## src/rtl/logic_unit_arbiter.sv

```systemverilog
// rtl/logic_unit_arbiter.sv - round-robin arbiter sharing one registered bitwise logic unit
// Optional: define LOGIC_UNIT_ARBITER_STATS_EN to add the stat_done_cnt completion counter.
module logic_unit_arbiter #(
    parameter int NUM_REQ = 4,
    parameter int DATA_W  = 8,
    parameter int ID_W    = 2
) (
    input  logic                       clk,
    input  logic                       rst,
    input  logic [NUM_REQ-1:0]         req_valid,
    output logic [NUM_REQ-1:0]         req_ready,
    input  logic [3*NUM_REQ-1:0]       req_op,
    input  logic [DATA_W*NUM_REQ-1:0]  req_a,
    input  logic [DATA_W*NUM_REQ-1:0]  req_b,
    output logic                       rsp_valid,
    input  logic                       rsp_ready,
    output logic [DATA_W-1:0]          rsp_data,
    output logic [ID_W-1:0]            rsp_id,
    output logic                       rsp_err,
`ifdef LOGIC_UNIT_ARBITER_STATS_EN
    output logic [15:0]                stat_done_cnt,
`endif
    output logic                       busy
);

    typedef enum logic [1:0] {S_IDLE, S_EXEC, S_RESP} state_t;

    state_t              r_state;
    state_t              w_next_state;
    logic [ID_W-1:0]     r_last_grant;
    logic [2:0]          r_op;
    logic [DATA_W-1:0]   r_a;
    logic [DATA_W-1:0]   r_b;
    logic [ID_W-1:0]     r_id;
    logic                r_rsp_valid;
    logic [DATA_W-1:0]   r_rsp_data;
    logic [ID_W-1:0]     r_rsp_id;
    logic                r_rsp_err;

    logic                w_any;
    logic [ID_W-1:0]     w_winner;
    logic [2:0]          w_win_op;
    logic [DATA_W-1:0]   w_win_a;
    logic [DATA_W-1:0]   w_win_b;
    logic [DATA_W-1:0]   w_result;
    logic                w_err;
    logic                w_rsp_fire;

    assign w_any      = |req_valid;
    assign w_rsp_fire = r_rsp_valid & rsp_ready;

    // Scan upward from the requester after the last grant, wrapping modulo NUM_REQ.
    always_comb begin
        int              v_idx;
        logic [ID_W-1:0] v_sel;
        logic            v_found;
        v_idx    = 0;
        v_sel    = '0;
        v_found  = 1'b0;
        w_winner = '0;
        for (int k = 1; k <= NUM_REQ; k++) begin
            v_idx = (int'(r_last_grant) + k) % NUM_REQ;
            v_sel = ID_W'(v_idx);
            if (!v_found && req_valid[v_sel]) begin
                v_found  = 1'b1;
                w_winner = v_sel;
            end
        end
    end

    always_comb begin
        w_win_op = '0;
        w_win_a  = '0;
        w_win_b  = '0;
        for (int i = 0; i < NUM_REQ; i++) begin
            if (w_winner == ID_W'(i)) begin
                w_win_op = req_op[3*i +: 3];
                w_win_a  = req_a[DATA_W*i +: DATA_W];
                w_win_b  = req_b[DATA_W*i +: DATA_W];
            end
        end
    end

    always_comb begin
        w_result = '0;
        w_err    = 1'b0;
        case (r_op)
            3'd0:    w_result = ~r_a;
            3'd1:    w_result = r_a & r_b;
            3'd2:    w_result = ~(r_a & r_b);
            3'd3:    w_result = r_a | r_b;
            3'd4:    w_result = ~(r_a | r_b);
            3'd5:    w_result = r_a ^ r_b;
            3'd6:    w_result = ~(r_a ^ r_b);
            default: w_err    = 1'b1;
        endcase
    end

    always_ff @(posedge clk or posedge rst) begin
        if (rst) begin
            r_state <= S_IDLE;
        end else begin
            r_state <= w_next_state;
        end
    end

    always_comb begin
        w_next_state = r_state;
        case (r_state)
            S_IDLE:  if (w_any) w_next_state = S_EXEC;
            S_EXEC:  w_next_state = S_RESP;
            S_RESP:  if (w_rsp_fire) w_next_state = S_IDLE;
            default: w_next_state = S_IDLE;
        endcase
    end

    always_comb begin
        req_ready = '0;
        busy      = (r_state != S_IDLE);
        if (r_state == S_IDLE && w_any) begin
            req_ready[w_winner] = 1'b1;
        end
    end

    always_ff @(posedge clk or posedge rst) begin
        if (rst) begin
            r_last_grant <= ID_W'(NUM_REQ - 1);
            r_op         <= '0;
            r_a          <= '0;
            r_b          <= '0;
            r_id         <= '0;
            r_rsp_valid  <= 1'b0;
            r_rsp_data   <= '0;
            r_rsp_id     <= '0;
            r_rsp_err    <= 1'b0;
        end else begin
            case (r_state)
                S_IDLE: begin
                    if (w_any) begin
                        r_op         <= w_win_op;
                        r_a          <= w_win_a;
                        r_b          <= w_win_b;
                        r_id         <= w_winner;
                        r_last_grant <= w_winner;
                    end
                end
                S_EXEC: begin
                    r_rsp_data  <= w_result;
                    r_rsp_err   <= w_err;
                    r_rsp_id    <= r_id;
                    r_rsp_valid <= 1'b1;
                end
                S_RESP: begin
                    if (w_rsp_fire) r_rsp_valid <= 1'b0;
                end
                default: r_rsp_valid <= 1'b0;
            endcase
        end
    end

    assign rsp_valid = r_rsp_valid;
    assign rsp_data  = r_rsp_data;
    assign rsp_id    = r_rsp_id;
    assign rsp_err   = r_rsp_err;

`ifdef LOGIC_UNIT_ARBITER_STATS_EN
    logic [15:0] r_stat_cnt;

    always_ff @(posedge clk or posedge rst) begin
        if (rst) begin
            r_stat_cnt <= '0;
        end else if (w_rsp_fire && r_stat_cnt != 16'hFFFF) begin
            r_stat_cnt <= r_stat_cnt + 16'd1;
        end
    end

    assign stat_done_cnt = r_stat_cnt;
`endif

endmodule

```

## config.mk

```make
export PLATFORM = sky130hd
export DESIGN_NAME = logic_unit_arbiter
export DESIGN_NICKNAME = d
export VERILOG_FILES = /design/src/rtl/logic_unit_arbiter.sv
export SDC_FILE = /design/constraint.sdc
export NUM_CORES = 1
export LEC_CHECK = 0
export CAP_MARGIN = 20
export CORE_MARGIN = 1.5
export CORE_UTILIZATION = 46
export CTS_CLUSTER_SIZE = 14
export DETAILED_ROUTE_END_ITERATION = 12
export GPL_ROUTABILITY_DRIVEN = 0
export GPL_TIMING_DRIVEN = 0
export PLACE_DENSITY = 0.79
export SYNTH_ARGS = -nofsm -noshare
export SYNTH_HDL_FRONTEND = slang
export SYNTH_SLANG_ARGS = --single-unit
```

## constraint.sdc

```tcl
create_clock -name clk -period 2.2 [get_ports clk]
set_clock_uncertainty 0.15 [all_clocks]
set_input_delay 0.33 -clock clk [delete_from_list [all_inputs] [get_ports clk]]
set_output_delay 0.33 -clock clk [all_outputs]
set_load 0.05 [all_outputs]
```

### Yosys cells after proc, flatten, opt, wreduce, memory -nomap -nowiden

Cells that the tools add are included.

| operators by class | value |
|---|---|
| bitwise operators | 9 |
| add/sub/neg operators | 4 |
| reduce and logical (&&, ||, !) cells | 17 |
| muxes and demuxes | 37 |
| order comparisons | 6 |
| equality and inequality tests | 13 |

Operators by type and width:

| cell | number |
|---|---|
| $mux 8 | 8 |
| $pmux 8 s7 | 1 |
| $not 8->8 | 4 |
| $lt 2x3->1 const B | 5 |
| $mux 2 | 6 |
| $mux 3 | 4 |
| $mux 1 | 10 |
| $eq 3x3->1 const B | 3 |
| $and 8x8->8 | 1 |
| $bmux 1 s2 | 4 |
| $or 8x8->8 | 1 |
| $xor 8x8->8 | 1 |
| $reduce_or 7->1 | 1 |
| $eq 2x2->1 const B | 3 |
| $eq 3x2->1 const B | 2 |
| $pmux 2 s3 | 1 |
| $reduce_and 2->1 | 3 |
| $logic_and 1x1->1 | 5 |
| $add 2x1->2 const B | 2 |
| $add 2x2->2 const B | 2 |
| $eq 2x1->1 const B | 2 |
| $logic_not 2->1 | 2 |
| $mux 4 | 1 |
| $ne 2x2->1 const B | 2 |
| other kinds (10) | 12 |

| word-level totals | value |
|---|---|
| word-level logic and storage cells | 96 |
| bits in registers | 37 |
| input port bits | 83 |

### Depth between registers and ports, before layout

Gate-level depths: netlist of run 1.

| depth | value |
|---|---|
| depth after elaboration | 18 |
| mapped depth | 7 |
| depth with buffers taken out | 7 |

### Worst setup path before layout of run 1

OpenSTA, ideal clock, no wires.

| timing path | value |
|---|---|
| path type | register to output |
| start | reg r_state[1] |
| end | out req_ready[1] |
| cell stages (with the launch flop) | 6 |
| setup slack | -834 ps |
| data required time | 1720 ps |
| arrival | 2554 ps |
| path buffers | 2 |
| path through | dfrtp_1 or2_1 a21o_1 clkbuf_1 clkbuf_1 nor3b_1 |

| between the ends | value |
|---|---|
| longest elaborated chain between the ends | 3 |

Ends and longest elaborated chain:

| what | RTL line | text |
|---|---|---|
| start, declared | 28 | `state_t r_state;` |
| start signal, assigned | 103 | `r_state <= w_next_state;` |
| $logic_not 2->1 | 120 | `if (r_state == S_IDLE && w_any) begin` |
| $logic_and 1x1->1 | 120 |  |
| $mux 4 | 120 |  |
| end, declared | 11 | `output logic [NUM_REQ-1:0] req_ready,` |

Every way passes these cells.

### Worst setup path in the final report of run 1

| timing path | value |
|---|---|
| start | reg r_last_grant[0] |
| end | out req_ready[0] |

| between the ends | value |
|---|---|
| longest elaborated chain between the ends | 18 |
| elaborated cells between the ends (all ways) | 31 |

Ends and longest elaborated chain:

| what | RTL line | text |
|---|---|---|
| start, declared | 30 | `logic [ID_W-1:0] r_last_grant;` |
| start signal, assigned | 127 | `r_last_grant <= ID_W'(NUM_REQ - 1);` |
| start signal, assigned | 144 | `r_last_grant <= w_winner;` |
| $add 2x1->2 | 62 | `v_idx = (int'(r_last_grant) + k) % NUM_REQ;` |
| $bmux 1 s2 | 64 | `if (!v_found && req_valid[v_sel]) begin` |
| $mux 1 (implied by the code) | 64 |  |
| $mux 1 | 64 |  |
| $logic_not 1->1 | 64 |  |
| $logic_and 1x1->1 | 64 |  |
| $mux 1 | 64 |  |
| $logic_not 1->1 | 64 |  |
| [2 not listed] | n/a |  |
| $logic_not 1->1 | 64 |  |
| $logic_and 1x1->1 | 64 |  |
| $mux 2 (*) | 64 |  |
| $lt 2x3->1 (implied by the code) / $ge 2x1->1 (equally long branches) | 121 | `req_ready[w_winner] = 1'b1;` |
| $logic_and 1x1->1 (implied by the code) | 121 |  |
| $mux 1 (implied by the code) | 121 |  |
| $demux 1 s2 (*) | 121 |  |
| $mux 4 (*) | 120 |  |

Every way passes the cells marked *; elsewhere a longest branch is shown, timed or not. The select of a mux whose other input is x is not followed.

==> impl_metrics.toml, run 1 <==
[cells_and_area]
drive_gt1_share_pct = 21.8
nNetsFinal = 520
area_delta_synth_final_pct = 49.3
n_antenna_cell = 0
postLayoutCoreUtil_pct = 71.8

[global_routing]
grt_overflow = 0
grt_antenna_before_repair = 0
track_usage_pct = 23.7
gr-usage-met1_pct = 30.7
grt_pass1_vias = 2567
grt-busiest-layer = "met2"
grt_use_met3_pct = 4.40
grt_pass1_wl_um = 12300
grt_max_degree = 25
grtUsageMet2_pct = 40.3

[floorplan]
die_h_um = 82.1
row_count = 28
die_w_um = 82.1
pin_count = 100
start_util_pct = 48.1
core_mm2 = 0.00599
dieArea_mm2 = 0.00675

[critical_path]
rr_endpoint = "r_b[6]"
cp-endpoint = "req_ready[0]"
startpoint = "r_last_grant[0]"
reg2reg_from = "r_last_grant[0]"
required_ns = 1.72
reg2reg_depth = 8
cp-end-kind = "output pin"
r2r_slack_ns = 0.06
worst-setup-path-type = "flip-flop to output pin"
start_kind = "flip-flop"
crit_fanout = 7
worstPathArrival_ns = 1.84

[yosys]
synth.distinct_cells = 47
synthCells = 305
netlist_area_mm2 = 0.00288
ys_async_sr_fraction_pct = 100
synth.area.top_cells = "dfrtp_1 30%, mux2i_1 15%, mux2_2 9.0%"
syn_nets = 404
synth-main-ff-cell = "dfrtp_1"
synth_top_area_share_pct = 30.4
synth_area_leader_cell = "dfrtp_1"
synth_edf_count = 0
yosys-top-cells-count = "43 x mux2i_1, 38 x nand2_1, 35 x dfrtp_1"
synth_seq_area_share_pct = 32.2
postSynthAreaPerCell_um2 = 9.45
yosysWarnings = 0
synth-seq-cells = 37
synth_most_common_cell = "mux2i_1"

[clocking]
h-tree-depth = 2
clk_path_buf_depth = 2
clk_pin_slew_ns = 0.07
ctsRootBufferMaster = "clkbuf_8"
cts_tree = "yes"
postCtsHoldBufs = 0
cts_buffers = 5
clock-sinks = 37
clk_latency_ns = 0.29

[power]
vdd_drop_max_uv = 786
leakagePower_nw = 1.95
finalPower_mw = 6.00
power.density_mw_per_mm2 = 1390

[placement]
dp_slack_ns = -1.19
hpwl_um = 5660
io_buffer_count = 99

[timing]
hold_viol = 0
min_period_ns = 2.32
timing.fmax_ghz = 0.431
fin_ws_ns = -0.122
hold_ws_ns = 0.251
relSlewSlack_pct = 56.4
fin_crit_sh_pct = 106
fin_setup_tns_ns = -0.393
slew_violations = 0
finalSetupViolCount = 4
rsz0062_at_grt = "true"
worst_slew_pin_slew_ns = 0.653

[route]
final_antenna_net_count = 0
drcViolationCount = 0
drtIter0Drc = 114
via_per_inst = 5.24
routed_wirelength_um = 7310
via_count = 2605
first_pass_iters = 4
wl_per_cell_um = 14.7

[hold_path]
hp-class = "input port to asynchronous set/reset pin"

[run_status]
status = "finished, violations left"
violations = "negative setup slack"

[job]
drv_cap = 0
## stage by stage
step           std cells  instance area (um2)
2_1_floorplan        305                 2950
3_3_place_gp         479                 4030
3_5_place_dp         480                 4060
4_1_cts              496                 4260
5_1_grt              497                 4300
6_report             497                 4300
## how the worst min path moves through the flow
stage / from / end / slack, ns / cells past startpoint
CTS: rst / rsp_err / 0.27 / 2
finish: rst / rsp_valid / 0.25 / 2
detailed placement: rsp_data[3] / rsp_data[3] / 0.32 / 2
floorplan: r_id[1] / r_id[1] / 0.29 / 2
global route: rst / rsp_err / 0.31 / 2
global placement: rsp_data[6] / rsp_data[6] / 0.31 / 2
## report_power, final
group | switching, mW | internal (mW)
Clock | 0.250 | 0.219
Combinational | 2.23 | 1.95
Sequential | 0.307 | 1.04
## kinds of logic after synthesis
logic type                 count (synthesis)  share of synthesized area, %
muxes                                     70                          26.0
adders and majority gates                 16                          6.95
DFF                                       37                          32.2
buffers and inverters                     41                          6.43
AOI/OAI and AO/OA                         59                          15.2
and+or+nand+nor                           82                          13.2
## critical path, stage by stage, from the launching register on
cell,delay (ns)
dfstp_2,0.57
inv_2,0.06
a221oi_4,0.29
o32ai_4,0.14
buf_6,0.16
nor3_4,0.16
buf_6,0.18
## state kept, by name, indices dropped and copies added (netlist names)
| register | count |
|---|---|
| rsp_data | 8 |
| rsp_valid | 1 |
| r_last_grant | 2 |
| r_a | 8 |
| r_id | 2 |
| rsp_id | 2 |
| r_state | 2 |
| r_b | 8 |
| r_op | 3 |
| rsp_err | 1 |
## metal layers
metal | share of wire (%) | vias up | routed length [um]
met1 | 45 | 1196 | 3270
met4 | 1.7 | 0 | 126
met2 | 48 | 100 | 3480
met5 | 0 | - | 0
met3 | 5.9 | 10 | 432
li1 | - | 1299 | -
## placed cells by master, fill, tap and decap left out, types with 2 or more instances in the layout
master           count
clkdlybuf4s50_1     90
mux2i_1             40
nand2_1             37
dfrtp_1             35
mux2_2              23
nor2_1              19
inv_1               18
ha_1                16
buf_4               11
o21ai_0             10
o21ai_2              9
o21ai_1              9
clkbuf_1             8
buf_6                8
nor2b_1              6
o22ai_1              6
clkbuf_8             6
a211oi_1             4
mux2_4               4
dlygate4sd2_1        4
nand2b_1             3
o31a_1               3
a22oi_1              3
o22a_1               3
mux2i_2              3
buf_2                2
a21oi_1              2
nand3b_1             2
or2_4                2
inv_2                2
nand3_1              2
clkinv_2             2
dfstp_2              2
## area by class of cell
| type | instances | area (um2) |
|---|---|---|
| clock buffer | 5 | 68.8 |
| buffer | 18 | 134 |
| fill | 463 | 1690 |
| tap | 75 | 93.8 |
| clock inverter | 3 | 17.5 |
| sequential | 37 | 928 |
| timing repair buffer | 111 | 1110 |
| inverter | 21 | 81.3 |
| multi-input combinational | 227 | 1870 |
## repair_timing
action	in CTS	in global routing
pin swaps	5	3
resized for setup	42	10
setup buffers	9	2
endpoints found under the setup margin	23	19
Power figures use the tool's default switching activity.
==> run 2: changes to the inputs <==
- CORE_MARGIN: 1.5 -> default
==> run 2 against run 1 <==
  * The run still ends with negative setup slack left
  * Critical path depth increased by 1
  * Combinational power increased by 8.1%
  * Power increased by 5.2%
  * Die area down 2.4%
  * Worst setup slack gained 0.0022 ns
  * Flip-flop and latch count unchanged
  * Clock power is 2% higher
  * Sequential share of layout area fell by 0.74 points
==> impl_metrics.toml, run 2 (synthesis gave the netlist of run 1 again) <==
[cells_and_area]
nNetsFinal = 521
multi_input_area_mm2 = 0.00193
n_antenna_cell = 0
regArea_um2 = 928
fin_cells = 498
drive_gt1_share_pct = 22.0
area_delta_synth_final_pct = 54.6
final_area_mm2 = 0.00445
layout_common_cells = "91 x clkdlybuf4s50_1, 40 x mux2i_1, 37 x nand2_1"
final_common_cell = "clkdlybuf4s50_1"
fill_cells = 424

[critical_path]
start_kind = "flip-flop"
worstPathArrival_ns = 1.84
crit_fanout = 5
startpoint = "r_last_grant[0]"
reg2reg_from = "r_last_grant[0]"
worst-setup-path-type = "flip-flop to output pin"
r2r_slack_ns = -0.03
required_ns = 1.72
cp-end-kind = "output pin"

[global_routing]
grt_overflow = 0
grt_use_met3_pct = 4.72
grt-busiest-layer = "met2"
grt_max_degree = 25
track_usage_pct = 23.9
grtUsageMet2_pct = 40.6
grt_pass1_wl_um = 12000
gr-usage-met1_pct = 30.1
grt_pass1_vias = 2605
grt_antenna_before_repair = 0

[route]
via_count = 2620
final_antenna_net_count = 0
wl_per_cell_um = 15.0
drcViolationCount = 0
drtIter0Drc = 136
routed_wirelength_um = 7480
via_per_inst = 5.26
first_pass_iters = 4

[clocking]
postCtsHoldBufs = 0
clk_pin_slew_ns = 0.08
clk_latency_ns = 0.30
cts_tree = "yes"
h-tree-depth = 2
cts_buffers = 5
ctsRootBufferMaster = "clkbuf_8"
clk_path_buf_depth = 2
clock-sinks = 37

[power]
vdd_drop_max_uv = 824
finalPower_mw = 6.31
leakagePower_nw = 2.04
power.density_mw_per_mm2 = 1420

[placement]
place_inst = 480
place_area_mm2 = 0.00406
hpwl_um = 5600
io_buffer_count = 99

[floorplan]
start_util_pct = 48.1
die_h_um = 81.1
dieArea_mm2 = 0.00658
die_w_um = 81.1
pin_count = 100
row_count = 28
core_mm2 = 0.00599

[run_status]
status = "finished, violations left"
violations = "negative setup slack"

[timing]
fin_ws_ns = -0.119
min_period_ns = 2.32
timing.fmax_ghz = 0.431
relSlewSlack_pct = 56.7
rsz0062_at_grt = "true"
hold_ws_ns = 0.249
fin_crit_sh_pct = 105
hold_viol = 0
worst_slew_pin_slew_ns = 0.650
finalSetupViolCount = 10
slew_violations = 0

[job]
drv_cap = 0

[hold_path]
hp-class = "input port to asynchronous set/reset pin"
[run 2: cell count changes in the layout (fill, tap and decap cells not counted), moves of 2 or more]
cell	before	now
buf_12	1	5
buf_4	11	7
buf_6	8	6
clkbuf_16	0	4
mux2_2	23	9
mux2_4	4	18
o21ai_1	9	7
o21ai_2	9	11
[run 2: cell type report]
class	count	area share, %
Timing Repair Buffer	111	26.2
Clock inverter	3	0.393
Clock buffer	5	1.54
Buffer	19	3.93
Inverter	21	1.77
Sequential cell	37	20.8
Tap cell	75	2.11
Multi-Input combinational cell	227	43.2
[run 2: repair_timing]
| action | 4_1_cts | 5_1_grt |
|---|---|---|
| pin swaps | 4 | 2 |
| gates resized for setup | 40 | 34 |
| cloned | 0 | 3 |
| endpoints found under the setup margin | 23 | 21 |
| buffers inserted | 6 | 3 |
[run 2: critical path: stages, from the launching register on]
cell and delay [ns]:
dfstp_2 0.58, buf_4 0.14, nor3b_2 0.05, a311oi_4 0.26
buf_6 0.16, buf_4 0.16, nor3b_4 0.05, buf_6 0.14
[run 2: path summary, 6_finish.rpt]
check                           depth (start not counted)               to
worst min register to register                          2      rsp_data[3]
worst max register to register                          9           r_a[4]
worst min-delay path                                    2        rsp_id[1]
worst max-delay path                                    7     req_ready[1]
max in group asynchronous                               3  r_last_grant[1]
min in group clk                                        2      rsp_data[3]
[run 2: stage by stage]
step / util, % / TNS [ns] / setup WS (ns)
floorplan: - / 0 / 0.00994
global placement: 67.3 / -12.34 / -1.19
detailed placement: 67.7 / -12.65 / -1.19
CTS: 70.6 / -0.363 / -0.105
global route: 74.4 / -1.70 / -0.191
finish: 74.4 / -0.521 / -0.119
[run 2: layer usage]
| layer | part of all wire (%) | vias to the layer above |
|---|---|---|
| met5 | 0 | - |
| met2 | 50 | 104 |
| met4 | 1.8 | 0 |
| met3 | 5.4 | 9 |
| li1 | - | 1302 |
| met1 | 43 | 1205 |
[run 2: report_power, final]
part	switching [mW]	total, mW	leakage (nW)	internal, mW
sequential	0.277	1.32	0.449	1.04
combinational	2.33	4.52	1.55	2.19
clock	0.259	0.478	0.0439	0.219
